`src/rtl/rr_stream_arbiter.sv`:
```
// rr_stream_arbiter: N-to-1 round-robin arbiter for valid/ready streams.
// A grant is held for one packet (ended by last) or MAX_BURST beats, whichever
// comes first; priority then rotates to the requester after the one just served.
// The data path is purely combinational; only the arbitration state is registered.
//
// Ports:
//   i_clk        clock, rising edge
//   i_rst        synchronous reset, active-high
//   i_valid_in   [N]     per-requester valid
//   i_data_in    [N*L]   requester i data at [i*L +: L]
//   i_last_in    [N]     per-requester end-of-packet (qualified by valid)
//   o_ready_in   [N]     per-requester ready, at most one bit high
//   o_valid_out          downstream valid
//   o_data_out   [L]     downstream data
//   o_last_out           downstream last
//   i_ready_out          downstream ready
//   o_grant      [N]     one-hot current owner, 0 when none
//   o_busy               high while a grant is locked
module rr_stream_arbiter #(
  parameter int unsigned N         = 4,
  parameter int unsigned L         = 8,
  parameter int unsigned MAX_BURST = 4
) (
  input  logic           i_clk,
  input  logic           i_rst,
  input  logic [N-1:0]   i_valid_in,
  input  logic [N*L-1:0] i_data_in,
  input  logic [N-1:0]   i_last_in,
  output logic [N-1:0]   o_ready_in,
  output logic           o_valid_out,
  output logic [L-1:0]   o_data_out,
  output logic           o_last_out,
  input  logic           i_ready_out,
  output logic [N-1:0]   o_grant,
  output logic           o_busy
);

  localparam int unsigned PW = (N > 1) ? $clog2(N) : 1;
  localparam int unsigned CW = $clog2(MAX_BURST + 1);

  typedef enum logic [0:0] {StIdle, StLocked} state_e;

  state_e          r_state, w_state_d;
  logic [PW-1:0]   r_ptr, w_ptr_d;
  logic [PW-1:0]   r_owner, w_owner_d;
  logic [CW-1:0]   r_cnt, w_cnt_d;

  logic [PW-1:0]   w_cand;
  logic [PW-1:0]   w_win;
  logic            w_found;
  logic [PW-1:0]   w_sel;
  logic            w_sel_vld;
  logic [N-1:0]    w_onehot;
  logic            w_hs;
  logic            w_term;

  // Modulo-N increment without a divider; also handles non-power-of-two N.
  function automatic logic [PW-1:0] wrap_inc(input logic [PW-1:0] a);
    return (a == PW'(N - 1)) ? '0 : a + PW'(1);
  endfunction

  // Round-robin search starting at r_ptr.
  always_comb begin
    w_found = 1'b0;
    w_win   = '0;
    w_cand  = r_ptr;
    for (int unsigned k = 0; k < N; k++) begin
      if (!w_found && i_valid_in[w_cand]) begin
        w_found = 1'b1;
        w_win   = w_cand;
      end
      w_cand = wrap_inc(w_cand);
    end
  end

  // Selected source: locked owner, or this cycle's winner while idle.
  always_comb begin
    w_sel     = (r_state == StLocked) ? r_owner : w_win;
    w_sel_vld = (r_state == StLocked) || w_found;
    w_onehot  = '0;
    if (w_sel_vld) begin
      w_onehot[w_sel] = 1'b1;
    end
  end

  always_comb begin
    o_valid_out = 1'b0;
    o_data_out  = '0;
    o_last_out  = 1'b0;
    if (w_sel_vld) begin
      o_valid_out = i_valid_in[w_sel];
      o_data_out  = i_data_in[w_sel * L +: L];
      o_last_out  = i_last_in[w_sel];
    end
  end

  // ready_out reaches ready_in only through this AND; valid_out never depends on it.
  assign o_ready_in = w_onehot & {N{i_ready_out}};
  assign o_grant    = w_onehot;
  assign o_busy     = (r_state == StLocked);

  assign w_hs   = o_valid_out & i_ready_out;
  assign w_term = w_hs & (o_last_out | (r_cnt == CW'(MAX_BURST - 1)));

  always_comb begin
    w_state_d = r_state;
    w_ptr_d   = r_ptr;
    w_owner_d = r_owner;
    w_cnt_d   = r_cnt;
    unique case (r_state)
      StIdle: begin
        if (w_found) begin
          if (w_term) begin
            // Single-beat grant completes without ever locking.
            w_ptr_d = wrap_inc(w_win);
            w_cnt_d = '0;
          end else begin
            // Lock on a stall too, so the grant stays put while valid is held.
            w_owner_d = w_win;
            w_cnt_d   = w_hs ? CW'(1) : '0;
            w_state_d = StLocked;
          end
        end
      end
      StLocked: begin
        if (w_term) begin
          w_ptr_d   = wrap_inc(r_owner);
          w_cnt_d   = '0;
          w_state_d = StIdle;
        end else if (w_hs) begin
          w_cnt_d = r_cnt + CW'(1);
        end
      end
      default: begin
        w_state_d = StIdle;
      end
    endcase
  end

  always_ff @(posedge i_clk) begin
    if (i_rst) begin
      r_state <= StIdle;
      r_ptr   <= '0;
      r_owner <= '0;
      r_cnt   <= '0;
    end else begin
      r_state <= w_state_d;
      r_ptr   <= w_ptr_d;
      r_owner <= w_owner_d;
      r_cnt   <= w_cnt_d;
    end
  end

endmodule
```
`config.mk`:
```
export PLATFORM = sky130hd
export DESIGN_NAME = rr_stream_arbiter
export DESIGN_NICKNAME = d
export VERILOG_FILES = /design/src/rtl/rr_stream_arbiter.sv
export SDC_FILE = /design/constraint.sdc
export NUM_CORES = 1
export LEC_CHECK = 0
export CAP_MARGIN = 15
export CORE_MARGIN = 1
export CORE_UTILIZATION = 43
export CTS_CLUSTER_SIZE = 16
export DETAILED_ROUTE_END_ITERATION = 6
export PLACE_DENSITY_LB_ADDON = 0.15
export SYNTH_ARGS = -nofsm -noshare
export SYNTH_HDL_FRONTEND = slang
export SYNTH_SLANG_ARGS = --single-unit
export TNS_END_PERCENT = 30
```
`constraint.sdc`:
```
create_clock -name i_clk -period 5.65 [get_ports i_clk]
set_input_delay 0.8475 -clock i_clk [delete_from_list [all_inputs] [get_ports i_clk]]
set_output_delay 0.8475 -clock i_clk [all_outputs]
set_load 0.01 [all_outputs]
```
==> results of run 1 <==
## worst max-delay path by stage
| stage | startpoint | to | slack [ps] |
|---|---|---|---|
| 2_1_floorplan | i_valid_in[3] | o_data_out[1] | 1670 |
| 3_3_place_gp | i_valid_in[3] | o_valid_out | 750 |
| 3_5_place_dp | i_valid_in[3] | o_valid_out | 640 |
| 4_1_cts | i_valid_in[3] | o_valid_out | 630 |
| 5_1_grt | i_valid_in[3] | o_valid_out | 390 |
| 6_report | i_valid_in[3] | o_valid_out | 600 |
## worst reg2reg max path: stages (launching register included)
cell	delay, ps
dfxtp_1	660
ha_1	490
or4b_1	550
o311a_1	140
a211oi_1	410
o221ai_2	460
mux2i_1	320
o221ai_1	390
a211oi_4	380
mux2_1	360
## synthesized netlist by cell type (2+ instances only)
master	count	area share
and2_1	12	0.062
mux2i_1	6	0.050
inv_1	8	0.025
or4b_1	2	0.017
o21a_1	3	0.019
nand2_1	3	0.0093
buf_2	2	0.0083
nor2b_1	4	0.021
mux4_2	9	0.17
o211ai_1	4	0.025
clkbuf_1	5	0.016
nor2_1	9	0.028
nor3b_1	3	0.019
nand3_1	4	0.017
ha_1	4	0.042
o32ai_1	2	0.015
a21oi_1	4	0.017
mux2_2	3	0.028
o21ai_0	2	0.0083
o22ai_1	3	0.016
dfxtp_1	8	0.13
nand2b_1	5	0.026
a211oi_1	2	0.012
## stage by stage
stage | total power, W | worst slack (ps) | cells | util
finish | 0.0007556 | 596.9 | 219 | 0.7178
global route | 0.0008130 | 387.6 | 219 | 0.7178
CTS | 0.0007555 | 633.5 | 219 | 0.7178
detailed placement | 0.0007062 | 636.7 | 216 | 0.7091
global placement | 0.0006857 | 748.8 | 216 | 0.7091
floorplan | 0.0004756 | 1668 | 132 | -
## report_power, final
part | switching [W] | internal, W
Combinational | 0.000279 | 0.000339
Clock | 0.0000212 | 0.0000244
Sequential | 0.0000234 | 0.0000687
Total | 0.000323 | 0.000432
## flip-flops by register name (all words and copies together), names as in the netlist
signal / count
r_cnt: 3
o_busy: 1
r_ptr: 2
r_owner: 2
## cells in the final DEF, fill, tap and decap left out, drive strengths merged, types with 2 or more instances in the layout
| master | n |
|---|---|
| o221ai | 2 |
| or4b | 2 |
| mux2i | 7 |
| inv | 8 |
| nor2b | 4 |
| nand2 | 3 |
| a211oi | 3 |
| nor3b | 3 |
| mux4 | 10 |
| o21ai | 2 |
| ha | 4 |
| clkdlybuf4s50 | 61 |
| dfxtp | 8 |
| o21a | 3 |
| a21oi | 4 |
| o32ai | 2 |
| mux2 | 4 |
| o211ai | 4 |
| clkbuf | 3 |
| nand2b | 5 |
| nand3 | 4 |
| nor2 | 9 |
| o22ai | 3 |
| and2 | 12 |
## per-layer routing
metal,share of wire,vias to the layer above
li1,-,627
met1,0.41,628
met2,0.48,69
met3,0.093,9
met4,0.017,0
met5,0,-
## final cells by class
class	instances	area [um^2]	area share
clock buffers	3	22.52	0.01222
inverters	9	33.78	0.01833
multi-input cells	107	970.9	0.5268
flip-flops and latches	8	160.2	0.08690
well taps	30	37.54	0.02037
repair buffers	62	618.1	0.3354
## logic make-up after synthesis
family | count (synthesis) | share of synthesized area
muxes | 21 | 0.2959
and+or+nand+nor | 50 | 0.2492
xor gates and xnor gates | 1 | 0.007270
adders and majority gates | 4 | 0.04154
buffers and inverters | 17 | 0.06127
DFF | 8 | 0.1329
AOI/OAI and AO/OA | 31 | 0.2119
==> impl_metrics.py, run 1 <==
metrics = {
    "outcome": {
        "status": "finished, final reports clean",
    },
    "cells_and_area": {
        "num-fill-cells": 195,
        "drive_above_1_share": 0.1164,
        "diodes": 0,
        "area.growth.synth_to_final_pct": 52.96,
        "design_area_um2": 1843,
        "final_nets": 238,
    },
    "setup_path": {
        "path_max_fanout": 12,
        "reg2reg_slack_ps": 1370,
        "endpoint_kind": "output pin",
        "rr_worst_depth": 9,
        "cp_top_family": "multiplexers",
        "arrival_ps": 4210,
        "cp-start-kind": "input port",
        "slowest_delay_ps": 640,
        "crit_slowest_cell": "mux4_2",
        "required_ps": 4800,
        "crit_buf_inv": 2,
        "path_class": "input port to output pin",
        "r2r-end": "r_owner[1]$_SDFFE_PP0P_",
        "path_cells": "clkdlybuf4s50_1, mux4_2, a21oi_1, a32oi_2, mux2i_4, mux4_2, and2_1, clkdlybuf4s50_1",
        "cp.depth": 8,
        "r2r-start": "r_ptr[0]$_SDFFE_PP0P_",
    },
    "flow_run": {
        "maxCapViolations": 0,
    },
    "sta": {
        "min_period_ps": 5053,
        "hold_viol": 0,
        "slew_headroom": 0.3856,
        "fin_hold_ws_ps": 481.7,
        "worst_pin_slew_ps": 921.6,
        "rsz0062_at_grt": "false",
        "setup_viol": 0,
        "fin_tns_setup_ps": 0,
        "period_share": 0.8943,
        "slew_violations": 0,
        "skew_ps": 1.620,
        "fmax_ghz": 0.1979,
    },
    "pwr": {
        "peakVddDrop_v": 0.0002591,
        "p_leak_nw": 0.6977,
        "power_density_nw_per_um2": 410.0,
    },
    "worst_hold_path": {
        "whs_endpoint": "r_cnt[2]$_SDFFE_PP0P_",
        "holdCritStartpoint": "r_cnt[2]$_SDFFE_PP0P_",
        "hp-class": "flop to flop",
        "hold-path-cell-count": 2,
    },
    "floorplanning": {
        "die_y_um": 54.94,
        "start_util": 0.4693,
        "floorplan.die_area_um2": 3018,
        "chipWidth_um": 54.94,
        "core_um2": 2567,
        "io_pins": 62,
        "rows": 18,
    },
    "place": {
        "place_hpwl_um": 3000,
        "place_area_um2": 1821,
        "routabilityCongestion": 0.9158,
        "portBuffers": 61,
    },
    "synthesis": {
        "synth_edf_count": 0,
        "synth_ff_type": "dfxtp_1",
        "synth.distinct_cells": 48,
        "netlist_instances": 132,
        "async_flop_share": 0,
        "seq_area_frac_synth": 0.1329,
        "yosys_warnings": 0,
        "synth_seq_cells": 8,
        "syn_nets": 179,
        "syn_area_um2": 1205,
        "syn-mean-instance-area_um2": 9.128,
    },
    "clocking": {
        "htreeDepth": 1,
        "cts_setup_buffers": 0,
        "root_buffer": "clkbuf_4",
        "cts_buffers": 3,
        "cts_sinks": 8,
        "clk_transition_reported_paths_ps": 50,
        "clock_path_buffers": 2,
        "postCtsHoldBufs": 0,
        "cts-resized-gates": 0,
        "cts_tree": "done",
        "clk_latency_ps": 260,
    },
    "route": {
        "drt_wl_total_um": 3870,
        "route.detailed.drc": 0,
        "antenna_left": 0,
        "dr_total_vias": 1333,
        "dr.pass1.iters": 5,
        "viasPerCell": 6.087,
        "drt_iter0_drc": 55,
        "wl_per_cell_um": 17.67,
    },
    "global_routing": {
        "grt-ovfl-total": 0,
        "grt.busiest_layer": "met2",
        "grt_max_degree": 17,
        "grtUsageMet3": 0.04918,
        "antenna_found_initial": 0,
        "grtUsageTotal": 0.2626,
        "grt_pass1_wl_um": 5561,
        "grt_pass1_vias": 1186,
        "use_met1": 0.3250,
        "grtUsageMet2": 0.4478,
    },
}
Note: power is estimated with default switching activity, not from simulation.
==> inputs of run 2 (changes only) <==
--- a/config.mk
+++ b/config.mk
@@ -6,9 +6,9 @@
 export NUM_CORES = 1
 export LEC_CHECK = 0
 export CAP_MARGIN = 15
-export CORE_MARGIN = 1
+export CORE_MARGIN = 3
 export CORE_UTILIZATION = 43
-export CTS_CLUSTER_SIZE = 16
+export CTS_CLUSTER_SIZE = 12
 export DETAILED_ROUTE_END_ITERATION = 6
 export PLACE_DENSITY_LB_ADDON = 0.15
 export SYNTH_ARGS = -nofsm -noshare
==> impl_metrics.py, run 2 (synthesis gave the netlist of run 1 again) <==
metrics = {
    "route": {
        "dr_total_vias": 1299,
        "route.detailed.drc": 0,
        "dr.pass1.iters": 4,
        "viasPerCell": 5.932,
        "antenna_left": 0,
        "drt_iter0_drc": 42,
        "wl_per_cell_um": 16.43,
        "drt_wl_total_um": 3599,
    },
    "sta": {
        "skew_ps": 1.972,
        "period_share": 0.8617,
        "hold_viol": 0,
        "slew_violations": 0,
        "worst_pin_slew_ps": 840.2,
        "rsz0062_at_grt": "false",
        "slew_headroom": 0.4399,
        "min_period_ps": 4869,
        "setup_viol": 0,
        "fmax_ghz": 0.2054,
        "fin_tns_setup_ps": 0,
    },
    "place": {
        "place_hpwl_um": 2939,
        "portBuffers": 61,
        "place_area_um2": 1821,
        "routabilityCongestion": 0.8868,
    },
    "cells_and_area": {
        "multiInputGateArea_um2": 970.9,
        "drive_above_1_share": 0.1164,
        "diodes": 0,
        "mostFrequentLayoutCells": "clkdlybuf4s50_1, and2_1, mux4_2, nor2_1",
        "largest_registers": "r_cnt (3), r_owner (2), r_ptr (2)",
        "seq_area_um2": 160.2,
        "layout_commonest_cell": "clkdlybuf4s50_1",
        "design_area_um2": 1843,
        "largest_reg_flops": 3,
        "final_nets": 238,
        "num-fill-cells": 213,
        "regMostFlops": "r_cnt",
        "area.growth.synth_to_final_pct": 52.96,
    },
    "clocking": {
        "cts-resized-gates": 0,
        "root_buffer": "clkbuf_4",
        "clk_transition_reported_paths_ps": 50,
        "clock_path_buffers": 2,
        "clk_latency_ps": 250,
        "cts_tree": "done",
        "cts_buffers": 3,
        "postCtsHoldBufs": 0,
        "htreeDepth": 1,
        "cts_sinks": 8,
        "cts_setup_buffers": 0,
    },
    "pwr": {
        "total_power_w": 0.0007374,
        "peakVddDrop_v": 0.0003199,
        "p_leak_nw": 0.6977,
        "power_density_nw_per_um2": 400.1,
    },
    "floorplanning": {
        "rows": 18,
        "floorplan.die_area_um2": 3473,
        "die_y_um": 58.94,
        "io_pins": 62,
        "core_um2": 2567,
        "start_util": 0.4693,
        "chipWidth_um": 58.94,
    },
    "setup_path": {
        "arrival_ps": 4020,
        "r2r-end": "r_owner[1]$_SDFFE_PP0P_",
        "rr_worst_depth": 9,
        "cp-start-kind": "input port",
        "path_class": "input port to output pin",
        "crit_buf_inv": 3,
        "slowest_delay_ps": 600,
        "endpoint_kind": "output pin",
        "r2r-start": "r_ptr[0]$_SDFFE_PP0P_",
        "reg2reg_slack_ps": 1560,
        "crit_slowest_cell": "mux4_2",
        "path_cells": "clkdlybuf4s50_1, mux4_2, a21oi_1, a32oi_2, mux2i_4, buf_4, mux4_2, and2_1, clkdlybuf4s50_1",
        "cp_top_family": "multiplexers",
        "required_ps": 4800,
        "path_max_fanout": 17,
    },
    "worst_hold_path": {
        "hp-class": "flop to flop",
        "whs_endpoint": "r_cnt[0]$_SDFFE_PP0P_",
        "hold-path-cell-count": 2,
        "holdCritStartpoint": "r_cnt[0]$_SDFFE_PP0P_",
    },
    "outcome": {
        "status": "finished, final reports clean",
    },
    "global_routing": {
        "grt_max_degree": 18,
        "grt_pass1_wl_um": 5526,
        "antenna_found_initial": 0,
        "grt-ovfl-total": 0,
        "grtUsageTotal": 0.2053,
        "grt_pass1_vias": 1227,
    },
    "flow_run": {
        "maxCapViolations": 0,
    },
}
[run 2: cell counts in the layout (fill, tap and decap cells not counted)]
Identical to the previous run, type by type.
[run 2: worst register-to-register path, stage by stage (launching register included)]
cell	delay, ps
dfxtp_1	640
ha_1	470
or4b_1	560
o311a_1	140
a211oi_1	360
o221ai_2	410
mux2i_1	320
o221ai_1	400
a211oi_4	360
mux2_1	340
[run 2: cell type report]
cell class | count | area share
multi-input cells | 107 | 0.5268
repair buffers | 62 | 0.3354
flip-flops and latches | 8 | 0.08690
well taps | 30 | 0.02037
inverters | 9 | 0.01833
clock buffers | 3 | 0.01222
[run 2: power by group]
group          switching (W)   total, W  internal (W)  leakage [nW]
clock network      0.0000183  0.0000426     0.0000242        0.0138
registers          0.0000236  0.0000924     0.0000688        0.0654
logic               0.000263   0.000602      0.000339         0.619
total               0.000305   0.000737      0.000432         0.698
[run 2: per-layer routing]
| metal | up-vias | track usage | share of wire |
|---|---|---|---|
| li1 | 627 | - | - |
| met1 | 610 | 0.2527 | 0.43 |
| met2 | 56 | 0.3580 | 0.49 |
| met3 | 6 | 0.02851 | 0.071 |
| met4 | 0 | 0.08091 | 0.012 |
| met5 | - | 0 | 0 |
[run 2: per-stage QoR]
step | util | cells | hold WS [ps] | worst slack (ps)
after global placement | 0.7091 | 216 | 469.9 | 859.5
final | 0.7178 | 219 | 495.5 | 781.3
after detailed placement | 0.7091 | 216 | 492.8 | 795.5
after floorplan | - | 132 | 452.9 | 1668
after CTS | 0.7178 | 219 | 498.9 | 788.6
after global routing | 0.7178 | 219 | 524.2 | 557.0
[run 2: worst max-delay path by stage]
stage / start / to / slack (ps) / cells after the start
global placement: i_valid_in[3] / o_valid_out / 860 / 9
CTS: i_valid_in[3] / o_valid_out / 790 / 9
detailed placement: i_valid_in[3] / o_valid_out / 800 / 9
finish: i_valid_in[3] / o_valid_out / 780 / 9
global route: i_valid_in[3] / o_valid_out / 560 / 9
floorplan: i_valid_in[3] / o_data_out[1] / 1670 / 7
